[src/rtl/inevt_pkg.sv]
// Shared register map, bit positions and helpers for the inevt_wb input-event peripheral.
package inevt_pkg;

    localparam logic [1:0] REG_DATA = 2'd0;
    localparam logic [1:0] REG_STAT = 2'd1;
    localparam logic [1:0] REG_CHEN = 2'd2;
    localparam logic [1:0] REG_IRQ  = 2'd3;

    localparam int unsigned EMPTY    = 31;
    localparam int unsigned FULL     = 30;
    localparam int unsigned FLUSH    = 31;
    localparam int unsigned LVL_LSB  = 16;
    localparam int unsigned CHID_LSB = 16;
    localparam int unsigned CHID_W   = 3;

    // Level field is 8 bits wide; a 256-deep FIFO reports 255 when completely full.
    function automatic logic [7:0] sat_level(input logic [8:0] lvl);
        return (lvl > 9'd255) ? 8'hFF : lvl[7:0];
    endfunction

endpackage

[src/rtl/inevt_fifo.sv]
// Synchronous-RAM FIFO with first-word fall-through head, flush and occupancy level.
module inevt_fifo #(
    parameter int unsigned W     = 11,
    parameter int unsigned DEPTH = 16,
    localparam int unsigned AW   = $clog2(DEPTH),
    localparam int unsigned LW   = AW + 1
) (
    input  logic          clk,
    input  logic          rst_n,
    input  logic          wr,
    input  logic [W-1:0]  wdata,
    input  logic          rd,
    input  logic          flush,
    output logic [W-1:0]  rdata,
    output logic [LW-1:0] level,
    output logic          empty,
    output logic          full
);

    logic [W-1:0]  mem [DEPTH];
    logic [AW-1:0] wptr_q, rptr_q;
    logic [LW-1:0] level_q;
    logic          do_wr, do_rd;

    assign empty = (level_q == '0);
    assign full  = (level_q == LW'(DEPTH));
    // A full FIFO refuses a push even when a pop happens in the same cycle.
    assign do_wr = wr & ~full & ~flush;
    assign do_rd = rd & ~empty & ~flush;
    assign rdata = mem[rptr_q];
    assign level = level_q;

    always_ff @(posedge clk) begin
        if (do_wr) mem[wptr_q] <= wdata;
    end

    always_ff @(posedge clk or negedge rst_n) begin
        if (!rst_n) begin
            wptr_q  <= '0;
            rptr_q  <= '0;
            level_q <= '0;
        end else if (flush) begin
            wptr_q  <= '0;
            rptr_q  <= '0;
            level_q <= '0;
        end else begin
            if (do_wr) wptr_q <= wptr_q + 1'b1;
            if (do_rd) rptr_q <= rptr_q + 1'b1;
            case ({do_wr, do_rd})
                2'b10:   level_q <= level_q + 1'b1;
                2'b01:   level_q <= level_q - 1'b1;
                default: level_q <= level_q;
            endcase
        end
    end

endmodule

[src/rtl/inevt_wb.sv]
// Multi-channel input-event capture on Wishbone: pending regs, round-robin arbiter, tagged FIFO.
// Optional level interrupt and IRQ_CFG register are built only when INEVT_IRQ_EN is defined.
module inevt_wb
    import inevt_pkg::*;
#(
    parameter int unsigned DW     = 32,
    parameter int unsigned DATA_W = 8,
    parameter int unsigned N_CH   = 2,
    parameter int unsigned DEPTH  = 16
) (
    input  logic                   clk,
    input  logic                   rst_n,
    input  logic [1:0]             wb_addr,
    output logic [DW-1:0]          wb_rdata,
    input  logic [DW-1:0]          wb_wdata,
    input  logic                   wb_we,
    input  logic                   wb_cyc,
    output logic                   wb_ack,
    input  logic [N_CH*DATA_W-1:0] ch_data,
    input  logic [N_CH-1:0]        ch_stb,
    output logic                   irq
);

    localparam int unsigned EW = CHID_W + DATA_W;
    localparam int unsigned LW = $clog2(DEPTH) + 1;

    logic [N_CH-1:0]   pend_q, ovf_q, ch_en_q;
    logic [DATA_W-1:0] pend_data_q [N_CH];
    logic [CHID_W-1:0] rr_ptr_q;
    logic              ack_q, pop_q;
    logic [DW-1:0]     rdata_q, rdata_d;

    logic              fifo_wr, fifo_rd, fifo_flush, fifo_empty, fifo_full;
    logic [EW-1:0]     fifo_wdata, fifo_rdata;
    logic [LW-1:0]     fifo_level;

    logic              bus_req, wr_stat, wr_chen;
    logic [N_CH-1:0]   ovf_set, ovf_clr;
    logic              grant_vld;
    logic [CHID_W-1:0] grant_id, arb_idx;
    logic [CHID_W:0]   arb_sum;
    logic [7:0]        req8;
    logic              unused_wdata;

    assign bus_req    = wb_cyc & ~ack_q;
    assign wr_stat    = bus_req & wb_we & (wb_addr == REG_STAT);
    assign wr_chen    = bus_req & wb_we & (wb_addr == REG_CHEN);
    assign fifo_flush = wr_stat & wb_wdata[FLUSH];
    assign fifo_rd    = ack_q & pop_q;
    assign ovf_clr    = wr_stat ? wb_wdata[N_CH-1:0] : '0;
    assign ovf_set    = ch_stb & ch_en_q & pend_q;
    assign unused_wdata = ^wb_wdata;

    // Round-robin search starting at rr_ptr_q; no grant while the FIFO is full.
    always_comb begin
        req8      = 8'(pend_q & ch_en_q);
        grant_vld = 1'b0;
        grant_id  = '0;
        arb_sum   = '0;
        arb_idx   = '0;
        if (!fifo_full) begin
            for (int k = 0; k < N_CH; k++) begin
                arb_sum = {1'b0, rr_ptr_q} + (CHID_W + 1)'(k);
                if (arb_sum >= (CHID_W + 1)'(N_CH)) arb_sum = arb_sum - (CHID_W + 1)'(N_CH);
                arb_idx = arb_sum[CHID_W-1:0];
                if (!grant_vld && req8[arb_idx]) begin
                    grant_vld = 1'b1;
                    grant_id  = arb_idx;
                end
            end
        end
    end

    always_comb begin
        fifo_wdata = '0;
        for (int i = 0; i < N_CH; i++) begin
            if (grant_id == CHID_W'(i)) fifo_wdata = {grant_id, pend_data_q[i]};
        end
    end
    assign fifo_wr = grant_vld;

    inevt_fifo #(
        .W     (EW),
        .DEPTH (DEPTH)
    ) u_fifo (
        .clk   (clk),
        .rst_n (rst_n),
        .wr    (fifo_wr),
        .wdata (fifo_wdata),
        .rd    (fifo_rd),
        .flush (fifo_flush),
        .rdata (fifo_rdata),
        .level (fifo_level),
        .empty (fifo_empty),
        .full  (fifo_full)
    );

    always_ff @(posedge clk or negedge rst_n) begin
        if (!rst_n) begin
            pend_q   <= '0;
            ovf_q    <= '0;
            ch_en_q  <= '1;
            rr_ptr_q <= '0;
            for (int i = 0; i < N_CH; i++) pend_data_q[i] <= '0;
        end else begin
            for (int i = 0; i < N_CH; i++) begin
                if (!ch_en_q[i]) begin
                    pend_q[i] <= 1'b0;
                end else begin
                    if (grant_vld && grant_id == CHID_W'(i)) pend_q[i] <= 1'b0;
                    if (ch_stb[i] && !pend_q[i]) begin
                        pend_q[i]      <= 1'b1;
                        pend_data_q[i] <= ch_data[i*DATA_W +: DATA_W];
                    end
                end
            end
            ovf_q <= (ovf_q & ~ovf_clr) | ovf_set;
            if (wr_chen) ch_en_q <= wb_wdata[N_CH-1:0];
            if (grant_vld) begin
                rr_ptr_q <= (grant_id == CHID_W'(N_CH - 1)) ? '0 : grant_id + 1'b1;
            end
        end
    end

`ifdef INEVT_IRQ_EN
    logic [7:0] thresh_q, thr_eff;
    logic       irq_ena_q, irq_q, wr_irq;

    assign wr_irq  = bus_req & wb_we & (wb_addr == REG_IRQ);
    assign thr_eff = (thresh_q == 8'd0) ? 8'd1 : thresh_q;
    assign irq     = irq_q;

    always_ff @(posedge clk or negedge rst_n) begin
        if (!rst_n) begin
            thresh_q  <= 8'd1;
            irq_ena_q <= 1'b0;
            irq_q     <= 1'b0;
        end else begin
            if (wr_irq) {irq_ena_q, thresh_q} <= wb_wdata[8:0];
            irq_q <= irq_ena_q & ((9'(fifo_level) >= {1'b0, thr_eff}) | (|ovf_q));
        end
    end
`else
    assign irq = 1'b0;
`endif

    always_comb begin
        rdata_d = '0;
        unique case (wb_addr)
            REG_DATA: begin
                if (fifo_empty) begin
                    rdata_d[EMPTY] = 1'b1;
                end else begin
                    rdata_d[CHID_LSB +: CHID_W] = fifo_rdata[DATA_W +: CHID_W];
                    rdata_d[DATA_W-1:0]         = fifo_rdata[DATA_W-1:0];
                end
            end
            REG_STAT: begin
                rdata_d[EMPTY]         = fifo_empty;
                rdata_d[FULL]          = fifo_full;
                rdata_d[LVL_LSB +: 8]  = sat_level(9'(fifo_level));
                rdata_d[N_CH-1:0]      = ovf_q;
            end
            REG_CHEN: rdata_d[N_CH-1:0] = ch_en_q;
            REG_IRQ: begin
`ifdef INEVT_IRQ_EN
                rdata_d[8:0] = {irq_ena_q, thresh_q};
`endif
            end
        endcase
    end

    // Read data is captured when the request is accepted; the pop lands in the ack cycle.
    always_ff @(posedge clk or negedge rst_n) begin
        if (!rst_n) begin
            ack_q   <= 1'b0;
            pop_q   <= 1'b0;
            rdata_q <= '0;
        end else begin
            ack_q   <= bus_req;
            pop_q   <= bus_req & ~wb_we & (wb_addr == REG_DATA) & ~fifo_empty;
            rdata_q <= (bus_req & ~wb_we) ? rdata_d : '0;
        end
    end

    assign wb_ack   = ack_q;
    assign wb_rdata = ack_q ? rdata_q : '0;

endmodule

[config.mk]
export PLATFORM = sky130hd
export DESIGN_NAME = inevt_wb
export DESIGN_NICKNAME = d
export VERILOG_FILES = /design/src/rtl/inevt_pkg.sv /design/src/rtl/inevt_fifo.sv /design/src/rtl/inevt_wb.sv
export SDC_FILE = /design/constraint.sdc
export NUM_CORES = 1
export LEC_CHECK = 0
export CAP_MARGIN = 20
export CORE_MARGIN = 5
export CORE_UTILIZATION = 50
export CTS_BUF_LIST = sky130_fd_sc_hd__clkbuf_4 sky130_fd_sc_hd__clkbuf_8
export DETAILED_ROUTE_END_ITERATION = 8
export PLACE_DENSITY = 0.68
export SETUP_SLACK_MARGIN = 0.5
export SLEW_MARGIN = 25
export SYNTH_ARGS = -nofsm -noshare
export SYNTH_HDL_FRONTEND = slang
export SYNTH_SLANG_ARGS = --single-unit
[constraint.sdc]
create_clock -name clk -period 9.34 [get_ports clk]
set_input_delay 1.868 -clock clk [delete_from_list [all_inputs] [get_ports clk]]
set_output_delay 1.868 -clock clk [all_outputs]
set_load 0.01 [all_outputs]
==> run_results.csv, run 1 <==
group,metric,value,unit
critical_path,cp-end-kind,"register",
global_route,first_global_vias,5278,
placed_design,gp_congestion,0.777,
yosys,yosysUniqueCellTypes,54,
yosys,synth_cells,558,
critical_path,crit_chain,"clkdlybuf4s50_1 -> nand2b_1 -> nor3_1 -> buf_4 -> nor4_1 -> and2_1",
global_route,grt_max_degree,56,
clock_network,cts_tree,"built",
power,peakVddDrop,0.200,mV
routing,ant_nets,0,
flow_run,maxCapViolations,0,
yosys,seq_area_frac_synth,69.0,%
yosys,netlist_area,9660,µm²
routing,vias,5122,
global_route,antenna_found_initial,0,
finish,diodes,0,
floorplanning,dieArea,22200,µm²
sta,maxSlewHeadroom,35.3,%
min_path,min_path_type,"register to register",
routing,drt_iter0_drc,411,
global_route,overflow,0,
clock_network,cts-root-buf,"clkbuf_8",
routing,wl_per_cell,20.8,µm
critical_path,max_stage_delay,0.86,ns
power,power_density,279,nW/µm²
sta,fin_crit,4.03,ns
critical_path,setup.worst_path.start_class,"input pin",
clock_network,cts_sinks,231,
finish,drive_above_1_share,22.5,%
sta,skew,0.0250,ns
critical_path,worstPathRequired,9.47,ns
critical_path,critPathKind,"input pin to register",
global_route,grt_pass1_wl,29.9,mm
placed_design,dpl.hpwl,12.2,mm
finish,nFillCells,1440,
routing,drc,0,
critical_path,rr_startpoint,"rr_ptr_q[0]$_DFFE_PN0P_",
clock_network,cts_setup_buffers,0,
yosys,netlist_top_cells_area,"edfxtp_1 55%, dfrtp_1 14%, mux4_2 10%",
clock_network,cts_buffers,37,
yosys,synth_edf_count,176,
finish,fin_nets,728,
clock_network,holdBufCountCts,0,
finish,synthToLayoutAreaGrowth,15.4,%
sta,final_hold_viol_count,0,
finish,multiInputGateArea,2900,µm²
floorplanning,die_height,149,µm
critical_path,critPathLaunch,"wb_addr[1]",
floorplanning,start_util,51.2,%
sta,period_share,43.2,%
sta,finalMaxSlewViolations,0,
sta,fmaxAchievable,248,MHz
sta,setup_viol,0,
yosys,async_reset_ff_share,23.8,%
sta,tightest_slew,0.971,ns
clock_network,cts-resized-gates,0,
sta,grt_setup_unrepaired,"no",
routing,finalWirelength,19.6,mm
yosys,ys_seq_elements,231,
clock_network,cts_max_level,2,
sta,fin_setup_tns,0,ns
finish,stdcell_count,945,
placed_design,dp.cells,877,
routing,dr.pass1.iters,4,
power,p_leak,4.04,nW
min_path,hold_start,"ovf_q[1]$_DFF_PN0_",
yosys,yosys.area.top_type,"edfxtp_1",
placed_design,io_buffers,42,
clock_network,cts.path.max_buffers,3,
floorplanning,coreArea,18900,µm²
outcome,outcome,"completed",
power,power,3.11,mW
global_route,grt_use_total,18.0,%
critical_path,path_max_fanout,13,
yosys,synth-main-ff-cell,"edfxtp_1",
clock_network,clk_pin_slew,0.06,ns
floorplanning,die_width,149,µm
yosys,yosysTopAreaCellShare,54.7,%
critical_path,crit_arrival,4.16,ns
critical_path,slowest_stage,"and2_1",
floorplanning,row_count,50,
floorplanning,ioPinCount,90,
yosys,syn_area_per_cell,17.3,µm²
clock_network,clk_latency,0.52,ns
routing,viasPerCell,5.42,
finish,seq_area,6670,µm²
yosys,ys_warn_count,0,
-- metal layers --
metal  GRT usage [%]  share of wire [%]  vias up
li1                -                  -     2305
met1            24.7                 43     2637
met2            30.0                 50      150
met3            3.25                5.5       30
met4            4.85                1.6        0
met5               0                  0        -
-- final timing paths --
| kind | endpoint | slack [ns] | cells past startpoint |
|---|---|---|---|
| setup / recovery | u_fifo.mem[1][1]$_DFFE_PP_ | 5.31 | 6 |
| hold / removal | ovf_q[1]$_DFF_PN0_ | 0.50 | 1 |
| min in group asynchronous | rdata_q[16]$_DFF_PN0_ | 1.48 | 2 |
| hold reg to reg | ovf_q[1]$_DFF_PN0_ | 0.50 | 1 |
| setup reg to reg | u_fifo.mem[1][1]$_DFFE_PP_ | 5.45 | 8 |
| max in group asynchronous | u_fifo.rptr_q[0]$_DFFE_PN0P_ | 7.32 | 2 |
-- Yosys cell counts (2+ instances only) --
library cell and n:
buf_2 6, or2_2 2, dfstp_2 2, nor2b_1 7, a21o_1 2, a22o_1 6, nand2_1 15, mux2_2 31
mux2i_1 14, a21oi_1 15, ha_1 13, a221oi_1 4, nor3_1 4, a22oi_1 7, o221ai_1 2, dfrtp_1 53
xor2_1 2, buf_1 4, or3_1 2, and3_1 2, nor4b_1 2, inv_1 16, o2bb2ai_1 2, nand2b_1 2
xnor2_1 6, and2_1 30, mux4_2 43, nor4_1 3, nand3_1 3, nand3b_1 3, a32o_1 3, buf_4 18
nor2_1 19, o21ai_0 12, edfxtp_1 176, clkbuf_1 9
-- critical path: cells and delay by family --
kind                   cells  cell delay [ns]
buffers and inverters      2             0.74
and+or+nand+nor            4             1.55
-- area by class of cell --
class                      instances  share of cell area (%)
inverter                          16                   0.538
sequential                       231                    59.8
multi-input combinational        322                    26.0
clock inverter                    11                   0.449
timing repair buffer              50                    4.48
tap                              260                    2.92
clock buffer                      55                    5.83
-- registers in the layout, indices dropped and copies added (netlist names) --
signal and count:
ovf_q 2, pend_data_q 16, u_fifo.level 5, ch_en_q 2, rr_ptr_q 3, pend_q 2, pop_q 1, u_fifo.mem 176
rdata_q 15, wb_ack 1, u_fifo.wptr_q 4, u_fifo.rptr_q 4
-- where the power goes --
| part | switching [mW] | internal (mW) | total (mW) |
|---|---|---|---|
| Combinational | 0.443 | 0.378 | 0.821 |
| Clock | 0.368 | 0.446 | 0.814 |
| Sequential | 0.114 | 1.36 | 1.48 |
-- layout by cell type (no fill, tap or decap), types with 12 or more instances in the layout --
cell               n
conb_1            50
mux2_2            31
clkbuf_8          38
clkbuf_4          17
edfxtp_1         176
inv_1             16
o21ai_0           12
dfrtp_1           52
mux4_2            43
and2_1            30
ha_1              13
nand2_1           15
clkdlybuf4s50_1   41
a21oi_1           15
nor2_1            18
mux2i_1           14
-- cells by family (layout without fill, tap and decap cells) --
family                   Yosys count  after routing  share of synthesized area (%)
XOR/XNOR                           8              8                          0.725
AO/OA/AOI/OAI                     61             61                           4.52
AND/OR/NAND/NOR                  101            101                           5.85
flip-flops                       231            231                           69.0
multiplexers                      88             88                           15.1
other                              1             50                         0.0388
adder cells (fa/ha/maj)           14             14                           1.89
buffers and inverters             54            132                           2.94
-- stage by stage --
stage	util [%]	worst slack [ns]	hold slack, ns	instance area (µm²)
2_1_floorplan	-	6.06	0.466	9850
3_3_place_gp	55.1	4.86	0.484	10400
3_5_place_dp	55.1	4.79	0.487	10400
4_1_cts	58.8	5.34	0.499	11100
5_1_grt	59.0	5.18	0.510	11200
6_report	59.0	5.31	0.501	11200
Power figures use the tool's default switching activity.
==> inputs of run 2 (changes only) <==
==> constraint.sdc (replaced) <==
create_clock -name clk -period 3.9 [get_ports clk]
set_input_delay 0.78 -clock clk [delete_from_list [all_inputs] [get_ports clk]]
set_output_delay 0.78 -clock clk [all_outputs]
set_load 0.01 [all_outputs]
==> run 2 against run 1 <==
Compared with the run above: sequential share of layout area down 1.3 points; total power up 150%; largest power group unchanged; largest cell class unchanged; critical path type is now register to register; final cell count up 2.6%.
==> run_results.csv, run 2 (synthesis results as in run 1) <==
group,metric,value,unit
critical_path,r2r_slack,0.58,ns
clock_network,cts.path.max_buffers,3,
clock_network,holdBufCountCts,0,
finish,largest_reg_flops,176,
critical_path,worstPathRequired,4.34,ns
clock_network,cts_sinks,231,
finish,stdcell_count,970,
critical_path,crit_arrival,3.76,ns
sta,fmaxAchievable,301,MHz
floorplanning,row_count,50,
routing,routed-wl-met2,10.2,mm
clock_network,cts_tree,"built",
critical_path,slowest_stage,"o21ai_0",
critical_path,rr_startpoint,"rr_ptr_q[0]$_DFFE_PN0P_",
sta,tightest_slew,0.905,ns
critical_path,reg2reg_depth,15,
sta,fin_setup_tns,0,ns
power,power,7.65,mW
floorplanning,die_width,149,µm
finish,regMostFlops,"u_fifo.mem",
global_route,grt_max_degree,42,
placed_design,io_buffers,42,
critical_path,path_max_fanout,10,
placed_design,dp.cells,897,
critical_path,crit_chain,"inv_1 -> ha_1 -> inv_1 -> o21ai_0 -> o221ai_2 -> nand3_1 -> nand2_1 -> inv_2 -> ha_1 -> nor2b_1 -> o21a_1 -> nor2_1 -> nor2_1 -> a22oi_1 -> mux2i_1",
global_route,grt_use_total,18.9,%
finish,layout_common_cells,"176 x edfxtp_1, 50 x conb_1, 49 x dfrtp_1",
routing,wl_per_cell,20.9,µm
critical_path,setup.worst_path.start_class,"register",
finish,top_regs,"u_fifo.mem: 176 flops, pend_data_q: 16 flops, rdata_q: 15 flops",
critical_path,critPathKind,"register to register",
clock_network,cts_max_level,2,
global_route,first_global_vias,5610,
routing,top_layer,"met4",
finish,nFillCells,1475,
clock_network,cts-root-buf,"clkbuf_8",
critical_path,cp_num_buf_inv,3,
sta,maxSlewHeadroom,39.3,%
sta,finalMaxSlewViolations,0,
finish,fin_nets,751,
floorplanning,die_height,149,µm
clock_network,cts_buffers,38,
finish,fin_area,11400,µm²
critical_path,r2r_end,"u_fifo.level[4]$_DFFE_PN0P_",
clock_network,clk_latency,0.52,ns
routing,drt-met1-wl,8.39,mm
critical_path,path_delay_family,"compound AO/OA/AOI/OAI gates",
outcome,outcome,"completed",
routing,viasPerCell,5.33,
global_route,grt_pass1_wl,31.8,mm
sta,fin_crit,3.32,ns
routing,wl_met3,1.30,mm
critical_path,cp-end-kind,"register",
placed_design,place_area,10600,µm²
finish,final_common_cell,"edfxtp_1",
critical_path,max_stage_delay,0.51,ns
global_route,antenna_found_initial,0,
sta,grt_setup_unrepaired,"yes",
routing,drt_iter0_drc,439,
clock_network,clk_pin_slew,0.06,ns
global_route,overflow,0,
routing,dr.pass1.iters,4,
floorplanning,coreArea,18900,µm²
placed_design,gp_congestion,0.752,
finish,drive_above_1_share,26.1,%
floorplanning,start_util,51.2,%
sta,period_share,85.1,%
sta,setup_viol,0,
power,peakVddDrop,0.415,mV
min_path,min_path_type,"input pin to async pin",
sta,final_hold_viol_count,0,
floorplanning,dieArea,22200,µm²
power,p_leak,4.18,nW
finish,diodes,0,
sta,skew,0.0143,ns
flow_run,maxCapViolations,0,
routing,vias,5170,
routing,finalWirelength,20.2,mm
placed_design,dpl.hpwl,12.9,mm
routing,drc,0,
floorplanning,ioPinCount,90,
routing,ant_nets,0,
power,power_density,670,nW/µm²
finish,synthToLayoutAreaGrowth,18.2,%
## run 2: per-layer routing
metal | vias up | global-route usage, %
li1 | 2352 | -
met1 | 2633 | 25.7
met2 | 153 | 31.1
met3 | 32 | 3.68
met4 | 0 | 6.00
met5 | - | 0
## run 2: area by class of cell
class,instances,area [µm²],share of cell area [%]
clock inverter,12,85.1,0.745
clock buffer,57,691,6.05
timing repair buffer,72,653,5.72
tap,260,325,2.85
multi-input combinational,322,2930,25.7
sequential,231,6670,58.4
inverter,16,60.1,0.526
## run 2: what timing repair did
item / CTS / global route
pin swaps: 0 / 3
endpoints found under the setup margin: 129 / 218
gates resized for setup: 3 / 4
buffers inserted: 0 / 4
## run 2: power by group
part / internal (mW) / switching, mW
clock: 1.20 / 0.904
combinational: 0.929 / 0.940
sequential: 3.26 / 0.410
## run 2: worst max path at each step
stage / startpoint / endpoint / slack [ns] / cells after the start
after detailed placement: rr_ptr_q[1]$_DFFE_PN0P_ / u_fifo.level[4]$_DFFE_PN0P_ / 0.42 / 15
final: rr_ptr_q[0]$_DFFE_PN0P_ / u_fifo.level[4]$_DFFE_PN0P_ / 0.58 / 15
after floorplan: rr_ptr_q[1]$_DFFE_PN0P_ / u_fifo.mem[0][0]$_DFFE_PP_ / 0.71 / 8
after global placement: rr_ptr_q[1]$_DFFE_PN0P_ / u_fifo.mem[0][0]$_DFFE_PP_ / 0.62 / 8
after CTS: rr_ptr_q[1]$_DFFE_PN0P_ / u_fifo.level[4]$_DFFE_PN0P_ / 0.51 / 15
after global routing: rr_ptr_q[0]$_DFFE_PN0P_ / u_fifo.level[4]$_DFFE_PN0P_ / 0.35 / 15
## run 2: through the flow
step	worst slack (ns)	hold slack, ns	util [%]
final	0.583	0.359	60.4
after global routing	0.348	0.429	60.4
after CTS	0.513	0.374	60.1
after detailed placement	0.422	0.495	55.9
after global placement	0.616	0.484	55.9
after floorplan	0.714	0.466	-
==> inputs of run 3 (changes only) <==
--- a/config.mk
+++ b/config.mk
@@ -5,6 +5,7 @@
 export SDC_FILE = /design/constraint.sdc
 export NUM_CORES = 1
 export LEC_CHECK = 0
+export ABC_AREA = 1
 export CAP_MARGIN = 20
 export CORE_MARGIN = 5
 export CORE_UTILIZATION = 50
==> run 3 against run 2 <==
Compared with the run above: final area grew 0.78%; total power grew 16%; synthesized cell count grew 59%; combinational power grew 58%; clock skew grew 0.026 ns; hold slack lost 0.037 ns; non-clock buffer count shrank 12; sequential power grew 5%; largest cell class unchanged; highest routed layer unchanged.
==> run_results.csv, run 3 <==
group,metric,value,unit
routing,ant_nets,0,
power,power_density,770,nW/µm²
clock_network,clk_pin_slew,0.06,ns
flow_run,maxCapViolations,0,
global_route,overflow,0,
critical_path,r2r_end,"u_fifo.mem[8][0]$_DFFE_PP_",
floorplanning,ioPinCount,90,
critical_path,crit_chain,"inv_1 -> ha_1 -> inv_1 -> nand3_1 -> nand2_1 -> nand2_2 -> nand2_2 -> nand2_4 -> nor2_4 -> nand2_1 -> nor2_1",
critical_path,critPathKind,"register to register",
floorplanning,dieArea,22900,µm²
clock_network,cts_setup_buffers,0,
finish,final_common_cell,"nand2_1",
routing,drt-met1-wl,9.78,mm
placed_design,pre_cts_slack,0.492,ns
yosys,synth_commonest_cells,"188 x nand2_1, 176 x edfxtp_1, 93 x nor2_1",
finish,synthToLayoutAreaGrowth,15.1,%
sta,skew,0.0406,ns
yosys,yosysUniqueCellTypes,42,
power,power.share.clock,23.3,%
critical_path,worstPathRequired,4.02,ns
clock_network,clk_latency,0.54,ns
placed_design,dpl.hpwl,14.1,mm
critical_path,r2r_slack,0.98,ns
clock_network,cts-root-buf,"clkbuf_8",
sta,fin_crit,2.92,ns
yosys,yosys.cell_count.top_type,"nand2_1",
yosys,synth_edf_count,176,
floorplanning,die_width,151,µm
global_route,antenna_found_initial,0,
yosys,yosysTopAreaCellShare,52.9,%
clock_network,cts_sinks,231,
placed_design,gp_congestion,0.873,
finish,diodes,0,
sta,period_share,74.9,%
sta,worst_slack,0.977,ns
global_route,grt_use_total,20.3,%
finish,nFillCells,1611,
global_route,grt_max_degree,51,
yosys,ys_seq_elements,231,
sta,maxSlewHeadroom,30.7,%
floorplanning,row_count,51,
power,p_leak,4.63,nW
finish,largest_reg_flops,176,
yosys,ys_warn_count,0,
finish,regMostFlops,"u_fifo.mem",
clock_network,cts_buffers,37,
power,peakVddDrop,0.601,mV
sta,finalMaxSlewViolations,0,
finish,drive_above_1_share,13.0,%
clock_network,cts_max_level,2,
clock_network,cts_tree,"built",
floorplanning,die_height,151,µm
routing,drc,0,
finish,fin_nets,1052,
routing,wl_per_cell,17.6,µm
sta,fin_setup_tns,0,ns
critical_path,crit_arrival,3.05,ns
critical_path,rr_startpoint,"rr_ptr_q[0]$_DFFE_PN0P_",
floorplanning,start_util,51.0,%
finish,final_util,58.7,%
yosys,netlist_area,9990,µm²
routing,viasPerCell,5.21,
power,seq_power_share,43.4,%
routing,dr.pass1.iters,5,
outcome,outcome,"completed",
clock_network,cts-resized-gates,0,
routing,vias,6623,
routing,wl_met3,1.56,mm
yosys,syn_area_per_cell,11.3,µm²
yosys,synth_cells,885,
finish,fin_area,11500,µm²
placed_design,place_area,10800,µm²
global_route,grt_pass1_wl,35.2,mm
sta,setup_viol,0,
finish,layout_common_cells,"188 x nand2_1, 176 x edfxtp_1, 91 x nor2_1",
routing,top_layer,"met4",
routing,finalWirelength,22.4,mm
critical_path,endpoint,"u_fifo.mem[8][0]$_DFFE_PP_",
critical_path,slowest_stage,"nor2_1",
sta,final_hold_viol_count,0,
power,switchingPower,3.33,mW
critical_path,setup.worst_path.start_class,"register",
sta,tightest_slew,1.04,ns
critical_path,max_stage_delay,0.83,ns
critical_path,critPathLaunch,"rr_ptr_q[0]$_DFFE_PN0P_",
sta,fmaxAchievable,342,MHz
finish,top_regs,"u_fifo.mem: 176 flops, pend_data_q: 16 flops, rdata_q: 15 flops",
yosys,netlist_top_cells_area,"edfxtp_1 53%, dfrtp_1 13%, nand2_1 7.1%",
critical_path,reg2reg_depth,11,
min_path,min_path_type,"input pin to async pin",
routing,drt_iter0_drc,554,
yosys,yosys.area.top_type,"edfxtp_1",
clock_network,cts.path.max_buffers,3,
yosys,async_reset_ff_share,23.8,%
placed_design,io_buffers,42,
clock_network,holdBufCountCts,0,
critical_path,cp-end-kind,"register",
yosys,synth-main-ff-cell,"edfxtp_1",
yosys,seq_area_frac_synth,66.7,%
global_route,first_global_vias,6554,
power,p_comb_share,33.4,%
routing,routed-wl-met2,10.4,mm
floorplanning,coreArea,19600,µm²
sta,grt_setup_unrepaired,"no",
power,switching_share,37.5,%
power,p_int,5.53,mW
critical_path,path_max_fanout,11,
## run 3: area by class of cell
class	instances	area [µm²]	area share [%]
well taps	265	332	2.88
repair buffers	60	563	4.89
clock inverters	3	25.0	0.217
inverters	76	298	2.59
flip-flops and latches	231	6670	57.9
clock buffers	61	714	6.21
multi-input cells	576	2910	25.3
## run 3: kinds of logic (layout without fill, tap and decap cells)
group	after synthesis	in the layout	share of synthesized area (%)
XOR/XNOR	3	3	0.263
other	1	50	0.0375
AO/OA/AOI/OAI	137	137	8.09
adder cells (fa/ha/maj)	14	14	1.83
AND/OR/NAND/NOR	356	356	15.1
flip-flops	231	231	66.7
multiplexers	16	16	1.80
buffers and inverters	127	200	6.15
## run 3: worst min-delay path by stage
stage	endpoint	cells past startpoint	slack, ns
CTS	u_fifo.wptr_q[0]$_DFFE_PN0P_	1	0.33
detailed placement	wb_ack$_DFF_PN0_	1	0.44
global placement	wb_ack$_DFF_PN0_	1	0.43
finish	u_fifo.wptr_q[0]$_DFFE_PN0P_	1	0.32
floorplan	ovf_q[1]$_DFF_PN0_	1	0.47
global route	u_fifo.wptr_q[0]$_DFFE_PN0P_	1	0.37
## run 3: layer usage
layer  GRT usage, %  vias up
met1           27.3     3177
met3           4.52       49
met4           8.07        0
met2           32.4      218
li1               -     3179
met5              0        -
## run 3: power groups by stage
stage | Sequential, mW | Combinational [mW] | Clock, mW
detailed placement | 3.89 | 2.93 | 0
floorplan | 3.80 | 1.98 | 0
finish | 3.84 | 2.96 | 2.06
CTS | 3.84 | 2.93 | 2.10
global route | 3.88 | 3.28 | 2.22
global placement | 3.87 | 2.87 | 0
## run 3: worst max-delay path, delay by kind of cell, from the launching register on
kind,cells,cell delay [ns]
adder cells (fa/ha/maj),1,0.20
buffers and inverters,2,0.18
flip-flops,1,0.51
AND/OR/NAND/NOR,8,1.63
## run 3: per-stage QoR
stage | instances | hold WS (ns) | power (mW)
global route | 1272 | 0.370 | 9.39
global placement | 1208 | 0.429 | 6.74
detailed placement | 1208 | 0.435 | 6.82
CTS | 1272 | 0.331 | 8.87
floorplan | 934 | 0.466 | 5.78
finish | 1272 | 0.322 | 8.86
